$ cat src/rtl/reg_file_arbiter.sv
// Round-robin arbiter/sequencer between two requesters (A, B) and an
// 8-entry register file with one read port and one write port.
// Transactions are serialised through IDLE -> ISSUE -> (CAPTURE) -> ACK.
// Every output is a flop. Each output is loaded one state early, so its
// value lines up with the state it belongs to.
module reg_file_arbiter #(
    parameter int Width = 16
) (
    input  logic             clk,
    input  logic             rst,
    input  logic             req_a,
    input  logic             we_a,
    input  logic [2:0]       addr_a,
    input  logic [Width-1:0] wdata_a,
    output logic             ack_a,
    output logic [Width-1:0] rdata_a,
    input  logic             req_b,
    input  logic             we_b,
    input  logic [2:0]       addr_b,
    input  logic [Width-1:0] wdata_b,
    output logic             ack_b,
    output logic [Width-1:0] rdata_b,
    output logic             busy,
    output logic             rf_read_enable,
    output logic             rf_write_enable,
    output logic [2:0]       rf_read_addr,
    output logic [2:0]       rf_write_addr,
    output logic [Width-1:0] rf_write_data,
    input  logic [Width-1:0] rf_read_data
);

    typedef enum logic [1:0] {IDLE, ISSUE, CAPTURE, ACK} state_t;

    state_t state, state_next;
    logic   prio;      // 0: A wins a tie, 1: B wins a tie
    logic   sel;       // requester being served, 0: A, 1: B
    logic   sel_we;    // served transaction is a write
    logic   grant;     // some requester is asking (only used in IDLE)
    logic   grant_b;   // B wins arbitration this cycle
    logic             g_we;
    logic [2:0]       g_addr;
    logic [Width-1:0] g_wdata;

    // Arbitration, granted-request mux and next-state decode
    always_comb begin
        state_next = state;
        grant      = req_a | req_b;
        grant_b    = req_b & (~req_a | prio);
        g_we       = grant_b ? we_b    : we_a;
        g_addr     = grant_b ? addr_b  : addr_a;
        g_wdata    = grant_b ? wdata_b : wdata_a;
        case (state)
            IDLE:    if (grant) state_next = ISSUE;
            ISSUE:   state_next = sel_we ? ACK : CAPTURE;
            CAPTURE: state_next = ACK;
            ACK:     state_next = IDLE;
            default: state_next = IDLE;
        endcase
    end

    // State register
    always_ff @(posedge clk or posedge rst) begin
        if (rst) state <= IDLE;
        else     state <= state_next;
    end

    // Latched transaction, priority and all registered outputs
    always_ff @(posedge clk or posedge rst) begin
        if (rst) begin
            prio            <= 1'b0;
            sel             <= 1'b0;
            sel_we          <= 1'b0;
            busy            <= 1'b0;
            ack_a           <= 1'b0;
            ack_b           <= 1'b0;
            rdata_a         <= '0;
            rdata_b         <= '0;
            rf_read_enable  <= 1'b0;
            rf_write_enable <= 1'b0;
            rf_read_addr    <= '0;
            rf_write_addr   <= '0;
            rf_write_data   <= '0;
        end else begin
            // Pulsed outputs default low; enables only live in ISSUE
            rf_read_enable  <= 1'b0;
            rf_write_enable <= 1'b0;
            ack_a           <= 1'b0;
            ack_b           <= 1'b0;
            busy            <= (state_next != IDLE);
            case (state)
                IDLE: begin
                    if (grant) begin
                        sel    <= grant_b;
                        sel_we <= g_we;
                        if (g_we) begin
                            rf_write_enable <= 1'b1;
                            rf_write_addr   <= g_addr;
                            rf_write_data   <= g_wdata;
                        end else begin
                            rf_read_enable  <= 1'b1;
                            rf_read_addr    <= g_addr;
                        end
                    end
                end
                ISSUE: begin
                    // A write has committed this cycle, so acknowledge next
                    if (sel_we) begin
                        ack_a <= ~sel;
                        ack_b <= sel;
                    end
                end
                CAPTURE: begin
                    if (sel) rdata_b <= rf_read_data;
                    else     rdata_a <= rf_read_data;
                    ack_a <= ~sel;
                    ack_b <= sel;
                end
                ACK: prio <= ~sel;
                default: ;
            endcase
        end
    end

endmodule

$ cat config.mk
export PLATFORM = sky130hd
export DESIGN_NAME = reg_file_arbiter
export DESIGN_NICKNAME = d
export VERILOG_FILES = /design/src/rtl/reg_file_arbiter.sv
export SDC_FILE = /design/constraint.sdc
export NUM_CORES = 1
export LEC_CHECK = 0
export CAP_MARGIN = 0
export CORE_MARGIN = 4
export CORE_UTILIZATION = 30
export DETAILED_ROUTE_END_ITERATION = 10
export SYNTH_ARGS = -nofsm -noshare
export SYNTH_HDL_FRONTEND = slang
export SYNTH_SLANG_ARGS = --single-unit
$ cat constraint.sdc
create_clock -name clk -period 2.02 [get_ports clk]
set_input_delay 0.303 -clock clk [delete_from_list [all_inputs] [get_ports clk]]
set_output_delay 0.303 -clock clk [all_outputs]
set_load 0.02 [all_outputs]
# ---- Yosys cells after proc, flatten, opt, wreduce, memory -nomap -nowiden
# Cells that the tools add are included.
dict set report totals {
  memories 0
  latch_bits 0
  ram_bits 0
  rom_bits 0
  wordCells 46
  regBits 64
  output_inout_bits 59
}
dict set report op_classes {
  mul 0
  addsub 0
  reduce_logical 7
  div 0
  bitwise_logic 6
  n_eq_ne 3
  n_shift 0
  n_mux 16
  order_cmp 0
}
# operator n
set op_table {}
lappend op_table {{16-bit 2-to-1 mux} 1}
lappend op_table {{1-bit 2-to-1 mux} 10}
lappend op_table {{2-bit one-hot mux with 4 select lines} 1}
lappend op_table {{2-bit AND reduction} 3}
lappend op_table {{3-bit AND reduction} 2}
lappend op_table {{2-bit equality test (second input constant)} 2}
lappend op_table {{1-bit one-hot mux with 2 select lines} 2}
lappend op_table {{3-bit 2-to-1 mux} 1}
lappend op_table {{1-bit NOT} 3}
lappend op_table {{2-bit by 1-bit equality test with 1-bit output (second input constant)} 1}
lappend op_table {{2-bit logical NOT} 1}
lappend op_table {{2-bit 2-to-1 mux} 1}
lappend op_table {{1-bit OR} 2}
lappend op_table {{2-bit nonzero test} 1}
lappend op_table {{1-bit bitwise AND} 1}

# ---- Depth between registers and ports, before layout
# Gate-level depths: netlist of the first run.
dict set report logic_depth {
  ltp_word 7
  ltp_mapped 6
  depth_no_buf 6
}

# ---- Worst setup path before layout of the first run
# Ideal clock, no wire load.
dict set report synth_path {
  kind {register to register}
  from {reg state[0]}
  to {reg rf_read_addr[1]}
  arrival_ns 1.465
  stages_incl_launch_ff 6
  path_buffers 0
  period_less_slack_ns 1.592
  path_slack_ns 0.428
  cell_sequence {dfrtp_1 -> inv_1 -> ha_1 -> inv_1 -> o32a_2 -> mux2_1}
}
dict set report synth_between {
  elab_chain_cells 2
}
# element line_no
set synth_rtl {}
lappend synth_rtl {{start, declared} 34} ;# state_t state, state_next;
lappend synth_rtl {{start signal, assigned} 64} ;# else state <= state_next;
lappend synth_rtl {{2-bit logical NOT} 90} ;# case (state)
lappend synth_rtl {{3-bit AND reduction (no line)} n/a}
lappend synth_rtl {{end signal, assigned} 101} ;# rf_read_addr <= g_addr;
lappend synth_rtl {{end, declared} 26} ;# output logic [2:0] rf_read_addr,
# No other way between the ends.
# A chain may end at the register's enable or synchronous reset.

# ---- Final worst setup path of the first run
# Ends and elaborated chain as after synthesis.

==> flow_summary.json, run 1 <==
{
  "run_status": "finished, final reports clean",
  "crit_top_cell": "inv_1",
  "leakage_nw": 1.85,
  "timing.hold.ws_ps": 315,
  "path_buf_inv": 2,
  "place.gp.congestion": 0.732,
  "synth_top_area_cell": "dfrtp_1",
  "rsz0062_at_grt": "no",
  "synth_nets": 245,
  "core_mm2": 0.00881,
  "insertedDiodeCount": 0,
  "cts_htree_levels": 3,
  "met2_usage": 0.196,
  "met1_usage": 0.150,
  "dieHeight_um": 104,
  "required_ps": 2240,
  "finalNetCount": 374,
  "cpLargestDelayFamily": "compound AO/OA/AOI/OAI gates",
  "viasPerCell": 4.41,
  "post-route-period-util": 0.848,
  "dpl_cell_area_mm2": 0.00411,
  "synth.area.top_cells": "dfrtp_1 58%, mux2_2 28%, mux2_4 2.7%, ha_1 2.3%, buf_6 1.6%",
  "fillers": 793,
  "std_cell_rows": 34,
  "postCtsSetupRepairBufs": 0,
  "dpl.hpwl_um": 4690,
  "path_class": "register to register",
  "port_buffers": 118,
  "start_util": 0.311,
  "worst_setup_path_start_kind": "register",
  "gr-usage-met3": 0.0479,
  "cts_tree": "yes",
  "grt_pass1_vias": 2079,
  "cp_slowest_cell": "o32a_2",
  "p_int_mw": 4.59,
  "power_frac_clock": 0.180,
  "final_cell_area_mm2": 0.00434,
  "p_comb_frac": 0.497,
  "cts_resized": 0,
  "post_drt_wl_per_cell_um": 14.8,
  "fmax_mhz": 584,
  "period_needed_ps": 1710,
  "grt_start_max_net_pins": 33,
  "antenna_found_initial": 0,
  "syn_avg_cell_area_um2": 15.2,
  "grt_pass1_wl_um": 10500,
  "dieArea_mm2": 0.0107,
  "peakVddDrop_mv": 0.505,
  "clk_latency_ps": 340,
  "dr_total_vias": 1862,
  "hold_buffers": 0,
  "crit_path_max_fanout": 5,
  "yosysSeqAreaShare": 0.585,
  "slew_headroom": 0.658,
  "wl_um": 6250,
  "clk_pin_slew_ps": 80,
  "setup_slack_ps": 307,
  "cts_root_buffer": "clkbuf_8",
  "power.density_mw_per_mm2": 1610,
  "hold_violations": 0,
  "syn-cell-area_mm2": 0.00274,
  "p_sw_frac": 0.344,
  "drive_gt1_frac": 0.322,
  "worst_slew_pin_slew_ps": 512,
  "grtUsageTotal": 0.123,
  "synthCells": 180,
  "ys_types": 23,
  "clk_path_buf_depth": 2,
  "maxCapViolCount": 0,
  "synth-seq-cells": 64,
  "pwr-share-seq": 0.323,
  "post-place-ws_ps": -27.1,
  "grt.busiest_layer": "met2",
  "synth_top_cell_area_share": 0.585,
  "cts_sinks": 64,
  "critPathMaxStageDelay_ps": 430,
  "drc": 0,
  "setup_viol": 0,
  "skew_ps": 9.62,
  "p_total_mw": 7.00,
  "slew_violations": 0,
  "min_path_type": "input pin to async pin",
  "ant_nets": 0,
  "drtPass1Iterations": 4,
  "grt_overflow": 0,
  "critPathCaptureType": "register",
  "yosys_warnings": 0,
  "switchingPower_mw": 2.41,
  "setup_tns_ps": 0,
  "ios": 119,
  "drt_iter0_drc": 40,
  "cp.arrival_ps": 1940,
  "cts_buffers": 9,
  "die_w_um": 104,
  "syn2layout_area_growth_pct": 58.3,
  "crit_chain": "inv_1 > ha_1 > inv_1 > o32a_2 > mux2_1"
}
==> stage by stage <==
stage          instances  utilization
6_report             422        0.492
5_1_grt              422        0.492
4_1_cts              422        0.492
3_5_place_dp         406        0.466
3_3_place_gp         406        0.466
2_1_floorplan        180            -
==> registers in the layout, summed over array words and instances, names as in the netlist, 2 cells and up <==
| register | count |
|---|---|
| rf_write_addr | 3 |
| state | 2 |
| rdata_b | 16 |
| rf_write_data | 16 |
| rdata_a | 16 |
| rf_read_addr | 3 |
==> worst register-to-register path, stage by stage (launching register included) <==
cell and delay (ps):
dfrtp_1 400, inv_1 130, ha_1 230, inv_1 100, o32a_2 430, mux2_1 320
==> metal layers <==
layer  part of all wire  vias to the layer above
li1                   -                      882
met1               0.44                      889
met2               0.47                       81
met3              0.082                       10
met4              0.016                        0
met5                  0                        -
==> cell type report <==
class                   count  area, um2  area share
repair buffers            125       1300       0.299
flip-flops and latches     64       1600       0.369
inverters                   8       30.0     0.00692
multi-input cells         101       1040       0.241
well taps                 108        135      0.0312
clock inverters             6       91.3      0.0211
clock buffers              10        138      0.0317
==> cells in the mapped netlist <==
| master | number |
|---|---|
| mux2_2 | 67 |
| dfrtp_1 | 64 |
| inv_1 | 7 |
| nand2_1 | 6 |
| ha_1 | 5 |
| mux2_4 | 5 |
| buf_6 | 4 |
| nor2_1 | 4 |
| buf_2 | 2 |
| nand2b_1 | 2 |
| o21ai_0 | 2 |
| a21o_1 | 1 |
| a31oi_1 | 1 |
| and3_1 | 1 |
| buf_4 | 1 |
| inv_2 | 1 |
| mux2_1 | 1 |
| mux2i_1 | 1 |
| o21a_1 | 1 |
| o21ai_4 | 1 |
| o22a_2 | 1 |
| o32a_2 | 1 |
| or2_2 | 1 |
==> power by group through the flow <==
stage / combinational [mW] / clock (mW) / sequential, mW
floorplan: 1.18 / 0 / 3.00
global placement: 3.49 / 0 / 2.28
detailed placement: 3.53 / 0 / 2.28
CTS: 3.54 / 1.30 / 2.27
global route: 3.71 / 1.37 / 2.34
finish: 3.48 / 1.26 / 2.26
==> layout by cell type (no fill, tap or decap) <==
cell             instances
clkdlybuf4s50_1        118
mux2_2                  67
dfrtp_1                 64
clkbuf_8                10
inv_1                    6
nand2_1                  6
mux2_4                   5
ha_1                     5
buf_12                   5
nor2_1                   4
clkinvlp_4               3
nand2b_1                 2
inv_2                    2
o21ai_0                  2
bufinv_16                2
buf_4                    2
o21ai_4                  1
o32a_2                   1
o22a_2                   1
mux2_1                   1
a21o_1                   1
and3_1                   1
a31oi_1                  1
or2_2                    1
o21a_1                   1
mux2i_1                  1
inv_6                    1
==> worst paths after layout <==
kind | end | startpoint | slack [ps] | cells after the start
hold / removal | rf_write_addr[1]$_DFFE_PP0P_ | rst | 310 | 2
max in group asynchronous | rdata_b[14]$_DFFE_PP0P_ | rst | 1160 | 3
setup reg to reg | rf_read_addr[1]$_DFFE_PP0P_ | state[0]$_DFF_PP0_ | 310 | 5
hold reg to reg | rdata_b[8]$_DFFE_PP0P_ | rdata_b[8]$_DFFE_PP0P_ | 500 | 1
min in group clk | rdata_b[8]$_DFFE_PP0P_ | rdata_b[8]$_DFFE_PP0P_ | 500 | 1
setup / recovery | rf_read_addr[1]$_DFFE_PP0P_ | state[0]$_DFF_PP0_ | 310 | 5
==> logic make-up after synthesis <==
group,count (synthesis),share of synthesized area
flops,64,0.585
mux,74,0.311
compound gates,8,0.0251
buf+inv,15,0.0338
simple gates,14,0.0228
fa+ha+maj,5,0.0228
(Power assumes the default switching activity.)
==> run 2, diff against run 1 <==
==> constraint.sdc (replaced) <==
create_clock -name clk -period 1.8 [get_ports clk]
set_input_delay 0.27 -clock clk [delete_from_list [all_inputs] [get_ports clk]]
set_output_delay 0.27 -clock clk [all_outputs]
set_load 0.02 [all_outputs]
==> run 2 against run 1 <==
  * Final area down 0.55%
  * Critical endpoint unchanged
  * Sequential share of layout area up 0.20 points
  * Clock-buffer cell count rose by 1
  * Fmax increased by 3.1%
  * Die area stayed put
  * Power up 8.5%
  * Sequential cell count stayed put
  * Worst hold slack improved by 37 ps
  * Routed wire length fell by 0.62%
  * Via count is 2.7% higher
  * Clock skew down 3.6 ps
  * Global-route usage fell by 0.42 points
==> flow_summary.json, run 2 (same netlist as run 1, synthesis figures left out) <==
{
  "cp.arrival_ps": 1870,
  "slew_violations": 0,
  "final_cell_mix": "118 x clkdlybuf4s50_1, 67 x mux2_2, 64 x dfrtp_1",
  "clk_path_buf_depth": 2,
  "peakVddDrop_mv": 0.595,
  "crit_chain": "inv_1 > ha_2 > inv_1 > o32a_2 > mux2_1",
  "dieHeight_um": 104,
  "final_cell_area_mm2": 0.00431,
  "setup_viol": 0,
  "grt_overflow": 0,
  "period_needed_ps": 1660,
  "fmax_mhz": 602,
  "post-route-period-util": 0.923,
  "ios": 119,
  "clk_pin_slew_ps": 70,
  "timing.hold.ws_ps": 352,
  "leakage_nw": 1.85,
  "dr_total_vias": 1913,
  "min_path_type": "input pin to async pin",
  "grtUsageTotal": 0.118,
  "clk_latency_ps": 330,
  "crit_top_cell": "inv_1",
  "r2r_start": "state[1]$_DFF_PP0_",
  "drc": 0,
  "worst_setup_path_start_kind": "register",
  "power.density_mw_per_mm2": 1760,
  "drtPass1Iterations": 4,
  "cts_root_buffer": "clkbuf_8",
  "required_ps": 2010,
  "std_cell_rows": 34,
  "viasPerCell": 4.48,
  "cts_htree_levels": 3,
  "final_common_cell": "clkdlybuf4s50_1",
  "ant_nets": 0,
  "maxCapViolCount": 0,
  "wl_um": 6220,
  "r2r-end": "rf_read_addr[1]$_DFFE_PP0P_",
  "cts_sinks": 64,
  "cts_buffers": 9,
  "critPathMaxStageDelay_ps": 420,
  "cp_slowest_cell": "o32a_2",
  "drive_gt1_frac": 0.335,
  "slew_headroom": 0.826,
  "hold_violations": 0,
  "postLayoutCoreUtil": 0.490,
  "grt_start_max_net_pins": 49,
  "postCtsSetupRepairBufs": 0,
  "start_util": 0.311,
  "core_mm2": 0.00881,
  "worst_slew_pin_slew_ps": 261,
  "antenna_found_initial": 0,
  "post_drt_wl_per_cell_um": 14.6,
  "crit_start": "state[1]$_DFF_PP0_",
  "critPathCaptureType": "register",
  "path_class": "register to register",
  "top_regs": "rdata_a (16), rdata_b (16), rf_write_data (16)",
  "place.gp.congestion": 0.679,
  "dieArea_mm2": 0.0107,
  "crit_path_max_fanout": 5,
  "drt_iter0_drc": 18,
  "run_status": "finished, final reports clean",
  "grt_pass1_wl_um": 10300,
  "setup_tns_ps": 0,
  "insertedDiodeCount": 0,
  "cts_tree": "yes",
  "syn2layout_area_growth_pct": 57.5,
  "dpl_cell_area_mm2": 0.00414,
  "die_w_um": 104,
  "grt_pass1_vias": 2028,
  "r2r_slack_ps": 140,
  "skew_ps": 6.00,
  "finalNetCount": 379,
  "port_buffers": 118,
  "dpl.hpwl_um": 4700,
  "r2r_cells": 5,
  "rsz0062_at_grt": "no"
}
## run 2: cell types whose count changed in the layout (fill, tap and decap cells not counted), sizes merged
cell,before,now
clkinvlp,3,1
buf,7,12
bufinv,2,0
clkinv,0,5
inv,9,7
clkbuf,10,11
## run 2: final cells by class
class	count	area, um2
Multi-Input combinational cell	101	1050
Clock inverter	5	32.5
Timing Repair Buffer	130	1320
Fill cell	799	4490
Inverter	8	33.8
Clock buffer	11	141
Tap cell	108	135
Sequential cell	64	1600
## run 2: per-stage QoR
| step | total power [mW] | worst slack (ps) | instances |
|---|---|---|---|
| finish | 7.60 | 138 | 427 |
| global route | 8.06 | 33.1 | 427 |
| CTS | 7.72 | 65.2 | 427 |
| detailed placement | 6.59 | -164 | 411 |
| global placement | 6.53 | -148 | 411 |
| floorplan | 4.69 | 208 | 180 |
## run 2: worst max-delay path by stage
| stage | depth (start not counted) | slack (ps) | endpoint |
|---|---|---|---|
| CTS | 5 | 70 | rf_read_addr[1]$_DFFE_PP0P_ |
| finish | 5 | 140 | rf_read_addr[1]$_DFFE_PP0P_ |
| global route | 5 | 30 | rf_read_addr[1]$_DFFE_PP0P_ |
| detailed placement | 6 | -160 | rf_read_addr[1]$_DFFE_PP0P_ |
| floorplan | 5 | 210 | rf_read_addr[1]$_DFFE_PP0P_ |
| global placement | 6 | -150 | rf_read_addr[1]$_DFFE_PP0P_ |
## run 2: where the power goes
part | internal [mW] | leakage, nW | switching (mW)
combinational | 2.22 | 1.00 | 1.76
clock | 0.535 | 0.0930 | 0.549
sequential | 2.17 | 0.756 | 0.361
## run 2: metal layers
layer	routed length, um	vias to the layer above	track usage
met3	547	6	0.0603
li1	-	893	-
met2	2900	82	0.187
met5	0	-	0
met4	62	0	0.0313
met1	2700	932	0.144
## run 2: critical path: cells and delay by family (launching register included)
family	cells	cell delay, ps
AOI/OAI and AO/OA	1	420
adders and majority gates	1	210
buffers and inverters	2	170
DFF	1	400
muxes	1	330
## run 2: timing repair
action                                  CTS  global route
hold buffers                              0             0
endpoints found under the setup margin    0             1
resized for setup                         0             2
